<file path="src/rtl/byte_arb_pkg.sv">
// Shared state encoding and default sizing for the byte-path arbiter slice.
package byte_arb_pkg;

  typedef enum logic {
    ST_IDLE  = 1'b0,
    ST_BURST = 1'b1
  } arb_state_e;

  localparam int DEF_NUM_REQ   = 4;
  localparam int DEF_WIDTH     = 8;
  localparam int DEF_MAX_BURST = 4;

endpackage

</file>
<file path="src/rtl/byte_path_arbiter_if.sv">
// Requester/downstream handshake bundle for the byte-path arbiter.
// slave is the arbiter view; master is the requesters plus downstream sink.
interface byte_path_arbiter_if
  import byte_arb_pkg::*;
#(
  parameter int NUM_REQ = DEF_NUM_REQ,
  parameter int WIDTH   = DEF_WIDTH
);
  localparam int SRC_W = $clog2(NUM_REQ);

  logic [NUM_REQ-1:0]       req_valid;
  logic [NUM_REQ*WIDTH-1:0] req_data;
  logic [NUM_REQ-1:0]       req_ready;
  logic [NUM_REQ-1:0]       grant;
  logic [WIDTH-1:0]         out_data;
  logic                     out_valid;
  logic [SRC_W-1:0]         out_src;
  logic                     out_ready;
  logic                     busy;

  modport slave (
    input  req_valid, req_data, out_ready,
    output req_ready, grant, out_data, out_valid, out_src, busy
  );

  modport master (
    output req_valid, req_data, out_ready,
    input  req_ready, grant, out_data, out_valid, out_src, busy
  );

endinterface

</file>
<file path="src/rtl/rr_pick.sv">
// Combinational round-robin picker: first set request strictly after i_last, wrapping.
// Zero latency; i_last itself has the lowest priority.
module rr_pick #(
  parameter  int N     = 4,
  localparam int IDX_W = $clog2(N)
) (
  input  logic [N-1:0]     i_req,
  input  logic [IDX_W-1:0] i_last,
  output logic [IDX_W-1:0] o_winner,
  output logic             o_any
);

  logic [IDX_W-1:0] w_idx;

  // Walk from farthest to nearest so the nearest hit overwrites earlier ones.
  always_comb begin
    o_winner = '0;
    o_any    = 1'b0;
    w_idx    = '0;
    for (int k = N; k >= 1; k--) begin
      w_idx = IDX_W'((int'(i_last) + k) % N);
      if (i_req[w_idx]) begin
        o_winner = w_idx;
        o_any    = 1'b1;
      end
    end
  end

endmodule

</file>
<file path="src/rtl/byte_path_arbiter.sv">
// Round-robin burst arbiter feeding a one-deep registered byte output stage.
// One IDLE cycle of arbitration per burst, then 1 beat/cycle; stalls hold the owner and its beat count.
module byte_path_arbiter
  import byte_arb_pkg::*;
#(
  parameter  int NUM_REQ   = DEF_NUM_REQ,
  parameter  int WIDTH     = DEF_WIDTH,
  parameter  int MAX_BURST = DEF_MAX_BURST,
  localparam int SRC_W     = $clog2(NUM_REQ)
) (
  input  logic               clk,
  input  logic               rst,
  byte_path_arbiter_if.slave bus
);

  localparam int               CNT_W     = $clog2(MAX_BURST + 1);
  localparam logic [CNT_W-1:0] LAST_BEAT = CNT_W'(MAX_BURST - 1);
  localparam logic [SRC_W-1:0] LAST_REQ  = SRC_W'(NUM_REQ - 1);

  arb_state_e         r_state, w_state_nxt;
  logic [NUM_REQ-1:0] r_grant, w_grant_nxt;
  logic [SRC_W-1:0]   r_owner, w_owner_nxt;
  logic [SRC_W-1:0]   r_last_grant, w_last_grant_nxt;
  logic [CNT_W-1:0]   r_beat_cnt, w_beat_cnt_nxt;
  logic [WIDTH-1:0]   r_out_data;
  logic               r_out_valid;
  logic [SRC_W-1:0]   r_out_src;

  logic [SRC_W-1:0]   w_winner;
  logic               w_any;
  logic               w_space;
  logic               w_owner_vld;
  logic               w_accept;
  logic [NUM_REQ-1:0] w_req_ready;
  logic [WIDTH-1:0]   w_owner_data;

  rr_pick #(.N(NUM_REQ)) u_pick (
    .i_req    (bus.req_valid),
    .i_last   (r_last_grant),
    .o_winner (w_winner),
    .o_any    (w_any)
  );

  assign w_space      = !r_out_valid || bus.out_ready;
  assign w_owner_vld  = bus.req_valid[r_owner];
  assign w_accept     = (r_state == ST_BURST) && w_owner_vld && w_space;
  assign w_owner_data = bus.req_data[int'(r_owner)*WIDTH +: WIDTH];

  always_comb begin
    w_req_ready = '0;
    if (w_accept) begin
      w_req_ready[r_owner] = 1'b1;
    end
  end

  always_ff @(posedge clk or negedge rst) begin
    if (!rst) begin
      r_state      <= ST_IDLE;
      r_grant      <= '0;
      r_owner      <= '0;
      r_last_grant <= LAST_REQ;
      r_beat_cnt   <= '0;
    end else begin
      r_state      <= w_state_nxt;
      r_grant      <= w_grant_nxt;
      r_owner      <= w_owner_nxt;
      r_last_grant <= w_last_grant_nxt;
      r_beat_cnt   <= w_beat_cnt_nxt;
    end
  end

  always_comb begin
    w_state_nxt      = r_state;
    w_grant_nxt      = r_grant;
    w_owner_nxt      = r_owner;
    w_last_grant_nxt = r_last_grant;
    w_beat_cnt_nxt   = r_beat_cnt;
    case (r_state)
      ST_IDLE: begin
        if (w_any) begin
          w_state_nxt           = ST_BURST;
          w_grant_nxt           = '0;
          w_grant_nxt[w_winner] = 1'b1;
          w_owner_nxt           = w_winner;
          w_beat_cnt_nxt        = '0;
        end
      end
      ST_BURST: begin
        // Release on the first idle cycle of the owner, even while stalled downstream.
        if (!w_owner_vld || (w_accept && r_beat_cnt == LAST_BEAT)) begin
          w_state_nxt      = ST_IDLE;
          w_grant_nxt      = '0;
          w_last_grant_nxt = r_owner;
        end
        if (w_accept) begin
          w_beat_cnt_nxt = r_beat_cnt + CNT_W'(1);
        end
      end
      default: begin
        w_state_nxt = ST_IDLE;
        w_grant_nxt = '0;
      end
    endcase
  end

  always_ff @(posedge clk or negedge rst) begin
    if (!rst) begin
      r_out_valid <= 1'b0;
      r_out_data  <= '0;
      r_out_src   <= '0;
    end else if (w_accept) begin
      r_out_valid <= 1'b1;
      r_out_data  <= w_owner_data;
      r_out_src   <= r_owner;
    end else if (bus.out_ready) begin
      r_out_valid <= 1'b0;
    end
  end

  assign bus.req_ready = w_req_ready;
  assign bus.grant     = r_grant;
  assign bus.out_data  = r_out_data;
  assign bus.out_valid = r_out_valid;
  assign bus.out_src   = r_out_src;
  assign bus.busy      = (r_state == ST_BURST);

endmodule

</file>
<file path="src/flat_wrapper.sv">
// flat-port wrapper written by rule: the top's interface ports become plain ports
module byte_path_arbiter_flat import byte_arb_pkg::*;
#(
  parameter  int NUM_REQ   = DEF_NUM_REQ,
  parameter  int WIDTH     = DEF_WIDTH,
  parameter  int MAX_BURST = DEF_MAX_BURST,
  localparam int SRC_W     = $clog2(NUM_REQ)
)
  (clk, rst, bus_req_valid, bus_req_data, bus_out_ready, bus_req_ready, bus_grant, bus_out_data, bus_out_valid, bus_out_src, bus_busy);
  byte_path_arbiter_if #(.NUM_REQ(NUM_REQ), .WIDTH(WIDTH)) bus_i ();
  input  logic clk;
  input  logic rst;
  input wire logic [$bits(bus_i.req_valid)-1:0] bus_req_valid;
  input wire logic [$bits(bus_i.req_data)-1:0] bus_req_data;
  input wire logic [$bits(bus_i.out_ready)-1:0] bus_out_ready;
  output wire logic [$bits(bus_i.req_ready)-1:0] bus_req_ready;
  output wire logic [$bits(bus_i.grant)-1:0] bus_grant;
  output wire logic [$bits(bus_i.out_data)-1:0] bus_out_data;
  output wire logic [$bits(bus_i.out_valid)-1:0] bus_out_valid;
  output wire logic [$bits(bus_i.out_src)-1:0] bus_out_src;
  output wire logic [$bits(bus_i.busy)-1:0] bus_busy;
  assign bus_i.req_valid = bus_req_valid;
  assign bus_i.req_data = bus_req_data;
  assign bus_i.out_ready = bus_out_ready;
  assign bus_req_ready = bus_i.req_ready;
  assign bus_grant = bus_i.grant;
  assign bus_out_data = bus_i.out_data;
  assign bus_out_valid = bus_i.out_valid;
  assign bus_out_src = bus_i.out_src;
  assign bus_busy = bus_i.busy;
  byte_path_arbiter #(.NUM_REQ(NUM_REQ), .WIDTH(WIDTH), .MAX_BURST(MAX_BURST)) u_core (.clk(clk), .rst(rst), .bus(bus_i));
endmodule
</file>
<file path="config.mk">
export PLATFORM = sky130hd
export DESIGN_NAME = byte_path_arbiter_flat
export DESIGN_NICKNAME = d
export VERILOG_FILES = /design/src/rtl/byte_arb_pkg.sv /design/src/rtl/byte_path_arbiter_if.sv /design/src/rtl/rr_pick.sv /design/src/rtl/byte_path_arbiter.sv /design/src/flat_wrapper.sv
export SDC_FILE = /design/constraint.sdc
export NUM_CORES = 1
export LEC_CHECK = 0
export CAP_MARGIN = 20
export CELL_PAD_IN_SITES_DETAIL_PLACEMENT = 1
export CELL_PAD_IN_SITES_GLOBAL_PLACEMENT = 1
export CORE_MARGIN = 5
export CORE_UTILIZATION = 29
export DETAILED_ROUTE_END_ITERATION = 8
export PLACE_DENSITY = 0.87
export SLEW_MARGIN = 20
export SYNTH_ARGS = -nofsm -noshare
export SYNTH_HDL_FRONTEND = slang
export SYNTH_HIERARCHICAL = 1
export SYNTH_SLANG_ARGS = --single-unit
</file>
<file path="constraint.sdc">
create_clock -name clk -period 1.7 [get_ports clk]
set_input_delay 0.34 -clock clk [delete_from_list [all_inputs] [get_ports clk]]
set_output_delay 0.34 -clock clk [all_outputs]
set_load 0.02 [all_outputs]
</file>
==> flow_metrics.tcl <==
set metrics [dict create \
    status "finished with violations" \
    violations "setup timing" \
    synth_top_cell_by_area "dfrtp_1" \
    hold_buffers 0 \
    core_um2 4720 \
    cp_max_fo 4 \
    postPlaceCellArea_um2 2170 \
    antenna_found_initial 0 \
    grt_setup_unrepaired "yes" \
    wire_per_inst_um 17.7 \
    final_max_slew_viol_count 0 \
    synth_seq_cells 23 \
    critPathTopFamily "flip-flops" \
    reg2reg_setup_slack_ns -0.22 \
    layout_commonest_cell "clkdlybuf4s50_1" \
    fin_skew_ns 0.00121 \
    cpPeakStageDelay_ns 0.46 \
    crit_buf_inv 2 \
    fin_crit_sh_pct 116 \
    drive_gt1_share_pct 37.7 \
    viasPerCell 4.92 \
    cts_max_path_buffers 2 \
    die_w_um 79.6 \
    leakagePower_nw 1.00 \
    drt.antenna.violating_nets 0 \
    layout_common_cells "clkdlybuf4s50_1 (50), buf_4 (21), dfrtp_1 (19)" \
    async_reset_ff_share_pct 100 \
    synthCells 120 \
    hold_class "input pin to asynchronous set/reset pin" \
    critPathSlowestCell "dfrtp_2" \
    syn_to_final_growth_pct 71.0 \
    dieArea_um2 6340 \
    synth_top_family_by_area "multiplexers" \
    fin_crit_ns 1.97 \
    yosysWarningCount 6 \
    yosys.area_share.simple_pct 14.9 \
    die_h_um 79.6 \
    netlist_top_cells_area "dfrtp_1 (37%), mux4_2 (11%), mux2_4 (11%), dfstp_2 (3.7%), nand2_1 (2.7%)" \
    synth_top_area_share_pct 37.4 \
    max-cap-violations 0 \
    place_congestion 0.753 \
    vias 1310 \
    synth_xor_area_share_pct 0 \
    grt_max_degree 24 \
    numCtsBuffers 3 \
    critPathLaunch "u_core/r_owner[1]$_DFFE_PN0P_" \
    ys.flop_type "dfrtp_1" \
    rows 25 \
    synthAdderAreaFrac_pct 1.78 \
    layoutNonFillerInstCount 266 \
    timing.rr.end "u_core/bus.out_data[7]$_DFFE_PN0P_" \
    synthMuxAreaShare_pct 26.8 \
    firstDrtPassIters 4 \
    cp-endpoint "bus_req_ready[0]" \
    num_antenna_cells 0 \
    htreeDepth 1 \
    drt_iter0_drc 30 \
    synth_nets 161 \
    pwr_density_cell_nw_per_um2 1710 \
    finalSetupTns_ns -3.27 \
    nets 241 \
    clockRootBuffer "clkbuf_8" \
    tightestPinTransition_ns 0.310 \
    cp_cell_sequence "mux2i_4 -> nor3b_4 -> buf_4 -> and3_4 -> buf_6" \
    setup_violations 16 \
    route.detailed.drc 0 \
    worstSetupPathType "flip-flop to primary output" \
    finalHoldViolations 0 \
    yosysSeqAreaShare_pct 41.1 \
    setup_ws_ns -0.268 \
    boundaryPins 59 \
    dp.cells 256 \
    cp-end-kind "primary output" \
    overflow 0 \
    r2r-start "u_core/r_owner[1]$_DFFE_PN0P_" \
    fin_area_um2 2400 \
    cp-start-kind "flip-flop" \
    synth.distinct_cells 39 \
    grt_pass1_vias 1511 \
    clk_pin_slew_ns 0.08 \
    syn_area_per_cell_um2 11.7 \
    clock_latency_ns 0.27 \
    syn-cell-area_um2 1410 \
    wl_mm 4.70 \
    cts_tree "built" \
    dp_hpwl_mm 3.19 \
    vdd_ir_drop_max_v 0.000660 \
    reg2reg_depth 6 \
    required_ns 1.36 \
    relSlewSlack_pct 79.3 \
    clkSinkCount 23 \
    portBuffers 58 \
    crit_cells 5 \
    start_util_pct 29.8 \
    cp.arrival_ns 1.63 \
    fmax_ghz 0.508 \
    synth_compound_area_share_pct 10.3 \
    grtUsageTotal_pct 14.9 \
    synth_enable_flop_cells 0 \
    grt_pass1_wl_mm 7.27 \
]
-- state kept, by name, indices dropped and copies added (netlist names) --
signal and count:
u_core/bus.out_valid 1, u_core/r_owner 2, u_core/bus.out_src 2, u_core/r_beat_cnt 3
u_core/bus.busy 1, u_core/r_last_grant 2, u_core/bus.grant 4, u_core/bus.out_data 8
-- worst min-delay path by stage --
stage / to / slack [ns] / cells after the start
2_1_floorplan: u_core/bus.busy$_DFF_PN0_ / 0.04 / 0
5_1_grt: u_core/bus.out_data[6]$_DFFE_PN0P_ / 0.47 / 2
4_1_cts: u_core/bus.out_data[6]$_DFFE_PN0P_ / 0.44 / 2
6_report: u_core/bus.out_data[6]$_DFFE_PN0P_ / 0.42 / 2
3_3_place_gp: u_core/bus.out_data[5]$_DFFE_PN0P_ / 0.49 / 1
3_5_place_dp: u_core/bus.out_data[4]$_DFFE_PN0P_ / 0.50 / 1
-- cells in the mapped netlist (2+ instances only) --
cell / count
dfrtp_1: 21
mux2_4: 10
nand2_1: 10
nor2_1: 8
mux4_2: 7
o21ai_0: 7
inv_1: 5
nand2b_1: 5
a21oi_1: 3
buf_6: 3
clkbuf_1: 3
or3_1: 3
and3_1: 2
dfstp_2: 2
ha_1: 2
mux2_2: 2
mux2i_1: 2
nand3_1: 2
nor2b_1: 2
o22ai_1: 2
-- cells by family (layout without fill, tap and decap cells) --
kind of cell / after synthesis / count (layout)
AOI/OAI and AO/OA: 21 / 21
muxes: 22 / 22
and+or+nand+nor: 39 / 39
buffers and inverters: 13 / 92
adders and majority gates: 2 / 2
DFF: 23 / 23
-- per-stage QoR --
step / total power [W] / hold slack [ns] / util, % / setup WS, ns
after floorplan: 0.00242 / 0.0444 / - / -0.0844
after global placement: 0.00327 / 0.492 / 46.0 / -0.690
after detailed placement: 0.00334 / 0.500 / 46.0 / -0.764
after CTS: 0.00398 / 0.439 / 49.6 / -0.244
after global routing: 0.00436 / 0.470 / 50.9 / -0.322
final: 0.00412 / 0.422 / 50.9 / -0.268
-- where the power goes --
part	internal, W	switching, W
Sequential	0.000824	0.000212
Combinational	0.00155	0.00118
Clock	0.000168	0.000188
-- what timing repair did --
action                                  4_1_cts  5_1_grt
pin swaps                                     8        3
endpoints found under the setup margin       18       23
setup buffers                                 5        0
resized for setup                            39       15
cloned                                        1        0
-- metal layers --
layer / wire length, um / GRT usage, % / share of wire [%]
met4: 46 / 5.84 / 0.98
met1: 1890 / 16.3 / 40
met3: 361 / 4.06 / 7.7
met5: 0 / 0 / 0
met2: 2400 / 27.2 / 51
-- layout make-up --
type                       count  area, um2
inverter                       5       18.8
fill                         504       2320
tap                           67       83.8
multi-input combinational     84        857
timing repair buffer          83        820
sequential                    23        581
clock buffer                   4       45.0
(Power assumes the default switching activity.)
